## config.mk

```make
export PLATFORM = sky130hd
export DESIGN_NAME = buzzer_voice
export DESIGN_NICKNAME = d
export VERILOG_FILES = /design/src/rtl/buzzer_voice.sv
export SDC_FILE = /design/constraint.sdc
export NUM_CORES = 1
export LEC_CHECK = 0
export ABC_AREA = 1
export CORE_UTILIZATION = 40
export CTS_BUF_LIST = sky130_fd_sc_hd__clkbuf_4
export CTS_CLUSTER_DIAMETER = 200
export CTS_CLUSTER_SIZE = 8
export DETAILED_ROUTE_END_ITERATION = 10
export GPL_ROUTABILITY_DRIVEN = 0
export GPL_TIMING_DRIVEN = 0
export HOLD_SLACK_MARGIN = 0.08
export RECOVER_POWER = 100
export SLEW_MARGIN = 10
export SYNTH_ARGS = -nofsm -noshare
export SYNTH_HDL_FRONTEND = slang
export SYNTH_SLANG_ARGS = --single-unit
```

## constraint.sdc

```tcl
create_clock -name clk -period 8.5 [get_ports clk]
set_input_delay 1.7 -clock clk [delete_from_list [all_inputs] [get_ports clk]]
set_output_delay 1.7 -clock clk [all_outputs]
set_load 0.005 [all_outputs]
```

## src/rtl/buzzer_voice.sv

```systemverilog
// Piezo buzzer voice: plays one note at a time as a PWM-gated square wave
// followed by a silent articulation gap.
module buzzer_voice #(
  parameter int PERIOD_W  = 20,
  parameter int DUR_W     = 24,
  parameter int GAP_TICKS = 625000
) (
  input  logic                clk,
  input  logic                rst,
  input  logic                note_valid,
  output logic                note_ready,
  input  logic [PERIOD_W-1:0] note_period,
  input  logic [DUR_W-1:0]    note_dur,
  input  logic [2:0]          volume,
  output logic                buzzer,
  output logic                busy,
  output logic                note_done
);

  typedef enum logic [1:0] {
    IDLE = 2'd0,
    TONE = 2'd1,
    GAP  = 2'd2
  } state_t;

  localparam logic [DUR_W:0] GAP_X = (DUR_W+1)'(GAP_TICKS);

  state_t              state, state_n;
  logic [DUR_W-1:0]    cyc, cyc_n;
  logic [DUR_W-1:0]    dur_q, dur_n;
  logic [DUR_W-1:0]    t_q, t_n;
  logic [PERIOD_W-1:0] per_q, per_n;
  logic [PERIOD_W-1:0] hp, hp_n;
  logic [2:0]          vol_q, vol_n;
  logic [2:0]          pwm, pwm_n;
  logic                phase, phase_n;
  logic                done_n, buz_n;
  logic [DUR_W:0]      tone_diff;

  // tone length saturates at zero when the note is shorter than the gap
  assign tone_diff = {1'b0, note_dur} - GAP_X;

  assign note_ready = (state == IDLE);
  assign busy       = (state != IDLE);

  always_comb begin
    state_n = state;
    cyc_n   = cyc;
    dur_n   = dur_q;
    t_n     = t_q;
    per_n   = per_q;
    hp_n    = hp;
    vol_n   = vol_q;
    pwm_n   = pwm;
    phase_n = phase;
    done_n  = 1'b0;
    unique case (state)
      IDLE: begin
        if (note_valid) begin
          dur_n   = note_dur;
          per_n   = note_period;
          vol_n   = volume;
          t_n     = tone_diff[DUR_W] ? '0 : tone_diff[DUR_W-1:0];
          cyc_n   = {{(DUR_W-1){1'b0}}, 1'b1};
          hp_n    = '0;
          pwm_n   = '0;
          phase_n = 1'b1;
          if (note_dur == '0) begin
            done_n = 1'b1;
          end else if (t_n != '0) begin
            state_n = TONE;
          end else begin
            state_n = GAP;
          end
        end
      end
      TONE: begin
        pwm_n = pwm + 3'd1;
        if (hp == per_q - 1'b1) begin
          hp_n    = '0;
          phase_n = ~phase;
        end else begin
          hp_n = hp + 1'b1;
        end
        if (cyc == dur_q) begin
          state_n = IDLE;
        end else begin
          cyc_n = cyc + 1'b1;
          if (cyc == t_q) state_n = GAP;
        end
      end
      GAP: begin
        pwm_n = pwm + 3'd1;
        if (cyc == dur_q) state_n = IDLE;
        else cyc_n = cyc + 1'b1;
      end
      default: state_n = IDLE;
    endcase
    if (state_n != IDLE && cyc_n == dur_n) done_n = 1'b1;
    buz_n = phase_n && (pwm_n <= vol_n) && (state_n == TONE)
            && (per_n != '0);
  end

  always_ff @(posedge clk or posedge rst) begin
    if (rst) begin
      state     <= IDLE;
      cyc       <= '0;
      dur_q     <= '0;
      t_q       <= '0;
      per_q     <= '0;
      hp        <= '0;
      vol_q     <= '0;
      pwm       <= '0;
      phase     <= 1'b0;
      note_done <= 1'b0;
      buzzer    <= 1'b0;
    end else begin
      state     <= state_n;
      cyc       <= cyc_n;
      dur_q     <= dur_n;
      t_q       <= t_n;
      per_q     <= per_n;
      hp        <= hp_n;
      vol_q     <= vol_n;
      pwm       <= pwm_n;
      phase     <= phase_n;
      note_done <= done_n;
      buzzer    <= buz_n;
    end
  end

endmodule

```

==> flow_metrics.py <==
metrics = {
    "global_route": {
        "overflow": 0,
        "antenna_found_initial": 1,
        "grt_pass1_vias": 8604,
        "track_usage_pct": 25.61,
        "grt_first_pass_wirelength_um": 45950,
        "grt_max_degree": 85,
    },
    "synth": {
        "syn-num-nets": 1456,
        "synth_area_per_cell_um2": 6.481,
        "ys_seq_area_share_pct": 34.07,
        "synth_cell_type_count": 42,
        "ys_ff_latch": 123,
        "syn-cell-area_um2": 9035,
        "synth_warnings": 0,
        "synth_cells": 1394,
    },
    "power": {
        "p_int_mw": 1.352,
        "pwr-share-comb_pct": 46.9,
        "p_clk_share_pct": 17.0,
        "p_seq_share_pct": 36.2,
        "power_switching_share_pct": 46.97,
        "p_leak_nw": 5.047,
        "power.density_nw_per_um2": 250.2,
        "power.switching_mw": 1.197,
        "ir_worst_vdd_mv": 0.08235,
        "total_power_mw": 2.549,
    },
    "critical_path": {
        "worstPathRequired_ns": 8.99,
        "crit-reg2reg-capture": "buzzer",
        "end_kind": "flip-flop",
        "critical_path_class": "primary input to flip-flop",
        "cp_max_fo": 10,
        "critPathArrivalTime_ns": 5.55,
        "start_kind": "primary input",
        "r2r_cells": 14,
        "reg2reg_slack_ns": 4.30,
        "rr_startpoint": "state[1]",
    },
    "clock_network": {
        "cts_buffer_depth": 2,
        "cts_resized": 0,
        "cts_made_buffers": 17,
        "hold_buffers": 0,
        "clock-sinks": 123,
        "post_cts_buffers": 0,
        "cts_tree": "built",
        "htree_levels": 4,
        "clk_pin_slew_ns": 0.15,
        "cts_root_buf": "clkbuf_4",
        "clkLatencyLatePin_ns": 0.59,
    },
    "finish": {
        "final_util_pct": 46.40,
        "final_cell_mix": "nand2_1 (479), inv_1 (182), nand3_1 (135), dfrtp_1 (123), nor2_1 (121)",
        "drive_gt1_share_pct": 5.755,
        "final_common_cell": "nand2_1",
        "fillCellCount": 2259,
        "nets": 1526,
        "area_growth_pct": 12.78,
    },
    "run": {
        "cap_violations": 1,
    },
    "timing": {
        "drv_slew": 40,
        "hold_violations": 0,
        "fin_crit_sh_pct": 59.50,
        "setup_viol": 0,
        "relSlewSlack_pct": -29.36,
        "fmax_mhz": 197.7,
        "fin_setup_tns_ns": 0,
        "skew_ns": 0.02828,
        "rsz0062_at_grt": "no",
        "fin_crit_ns": 5.058,
        "tightest_slew_ns": 1.930,
    },
    "placement": {
        "portBuffers": 50,
        "dpl.hpwl_um": 22310,
    },
    "routing": {
        "drt_iter0_markers": 849,
        "vias_per_cell": 5.189,
        "drtPass1Iterations": 10,
        "remaining_drc_errors": 6,
        "vias": 9123,
        "antenna_left": 0,
        "routed_wl_um": 28550,
        "drt-wirelength-per-cell_um": 16.24,
    },
    "floorplanning": {
        "dieArea_um2": 23190,
        "die_w_um": 152.3,
        "die_h_um": 152.3,
        "core_um2": 21960,
        "start_util_pct": 41.15,
        "rows": 54,
        "ios": 54,
    },
    "run_status": {
        "status": "finished with violations",
        "violations": "design-rule violations, max-capacitance violations, max-slew violations",
    },
    "hold_path": {
        "worstHoldPathCells": 2,
        "min_from": "vol_q[0]",
        "min_to": "vol_q[0]",
        "min_path_type": "flip-flop to flip-flop",
    },
}
-- worst max-delay path, stage by stage --
cell and delay [ns]:
dlygate4sd3_1 0.60, nand2_1 0.21, clkbuf_1 0.58, clkbuf_1 0.44
clkbuf_1 0.47, clkbuf_1 0.47, nand2_1 0.10, nand2_1 0.12
ha_1 0.14, o21ai_0 0.11, a32oi_1 0.29, nand2_1 0.10
nor2_1 0.21
-- power by group through the flow --
stage / combinational [mW] / clock, mW / sequential, mW
floorplan: 0.860 / 0 / 0.891
CTS: 1.20 / 0.438 / 0.920
global placement: 1.17 / 0 / 0.929
global route: 1.35 / 0.465 / 0.948
detailed placement: 1.19 / 0 / 0.932
finish: 1.19 / 0.433 / 0.922
-- layer usage --
metal,vias up,track usage [%],wire [µm]
met1,4262,35.09,13180
li1,4540,-,-
met5,-,0,0
met4,0,9.329,710
met2,278,41.12,12970
met3,43,3.584,1686
-- state kept, by name, indices dropped and copies added, names as in the netlist --
register	cells
pwm	3
vol_q	3
note_done	1
per_q	20
buzzer	1
t_q	24
hp	20
dur_q	24
phase	1
state	2
cyc	24
-- Yosys cell counts --
cell type    n  area share (%)
nor2_1     121             5.0
buf_1        1           0.042
o21ai_1      1           0.055
inv_1      183             7.6
xnor2_1     27             2.6
o21bai_1     1           0.083
inv_2        6            0.25
o22ai_1     19             1.3
a2111oi_0    1           0.097
nor2_2       3            0.21
clkbuf_1    19            0.79
nand2_1    479              20
a21o_1       1           0.083
a21oi_1     16            0.89
buf_4        5            0.42
or2_1        1           0.069
and3_1       1           0.069
a32oi_1      1           0.097
buf_6        3            0.37
nand3_4      1            0.19
o211ai_1     6            0.50
o21bai_4     1            0.21
nor2_4       1            0.12
nand4_1     33             2.3
o21ai_0     71             3.9
a21boi_0     1           0.083
nor3_2       3            0.33
clkbuf_2     3            0.17
nand3_1    135             7.5
nand3_2      2            0.22
buf_2       15            0.83
dfrtp_1    123              34
nor4_1       8            0.55
a22o_1       1           0.097
a211oi_1     1           0.083
xor2_1      52             5.0
nand2_2      1           0.069
ha_1        12             1.7
or2_2        8            0.55
nor3_1      21             1.2
clkinv_1     3            0.12
nand3b_1     3            0.25
-- worst max-delay path by stage --
stage               start  endpoint  depth (start not counted)  slack [ns]
2_1_floorplan         rst    buzzer                          1        3.53
3_3_place_gp          rst  vol_q[0]                          2        1.48
3_5_place_dp   note_valid    buzzer                         13        2.95
4_1_cts        note_valid    buzzer                         13        3.57
5_1_grt        note_valid    buzzer                         13        3.16
6_report       note_valid    buzzer                         13        3.44
-- logic make-up after synthesis --
logic type / Yosys count / synth area share, %
xor gates and xnor gates: 79 / 7.658
DFF: 123 / 34.07
AOI/OAI and AO/OA: 121 / 7.520
adders and majority gates: 12 / 1.662
and+or+nand+nor: 821 / 38.50
buffers and inverters: 238 / 10.59
-- metrics by stage --
step	instance area, µm²	instances	hold WS (ns)	setup slack [ns]
after floorplan	9035	1394	0.4504	3.529
after global placement	9886	1724	0.4819	1.481
after detailed placement	9918	1725	0.4843	2.951
after CTS	10200	1757	0.5203	3.569
after global routing	10190	1758	0.5497	3.164
final	10190	1758	0.5145	3.442
-- cell type report --
class	count	area (µm²)	share of cell area, %
inverters	192	721.9	7.085
well taps	280	350.3	3.438
plain buffers	46	235.2	2.308
repair buffers	51	528.0	5.182
clock inverters	15	153.9	1.510
flip-flops and latches	123	3078	30.21
clock buffers	17	127.6	1.252
multi-input cells	1033	4992	48.99
diodes	1	2.502	0.02456
No activity file was read; power rests on OpenSTA's default activity.
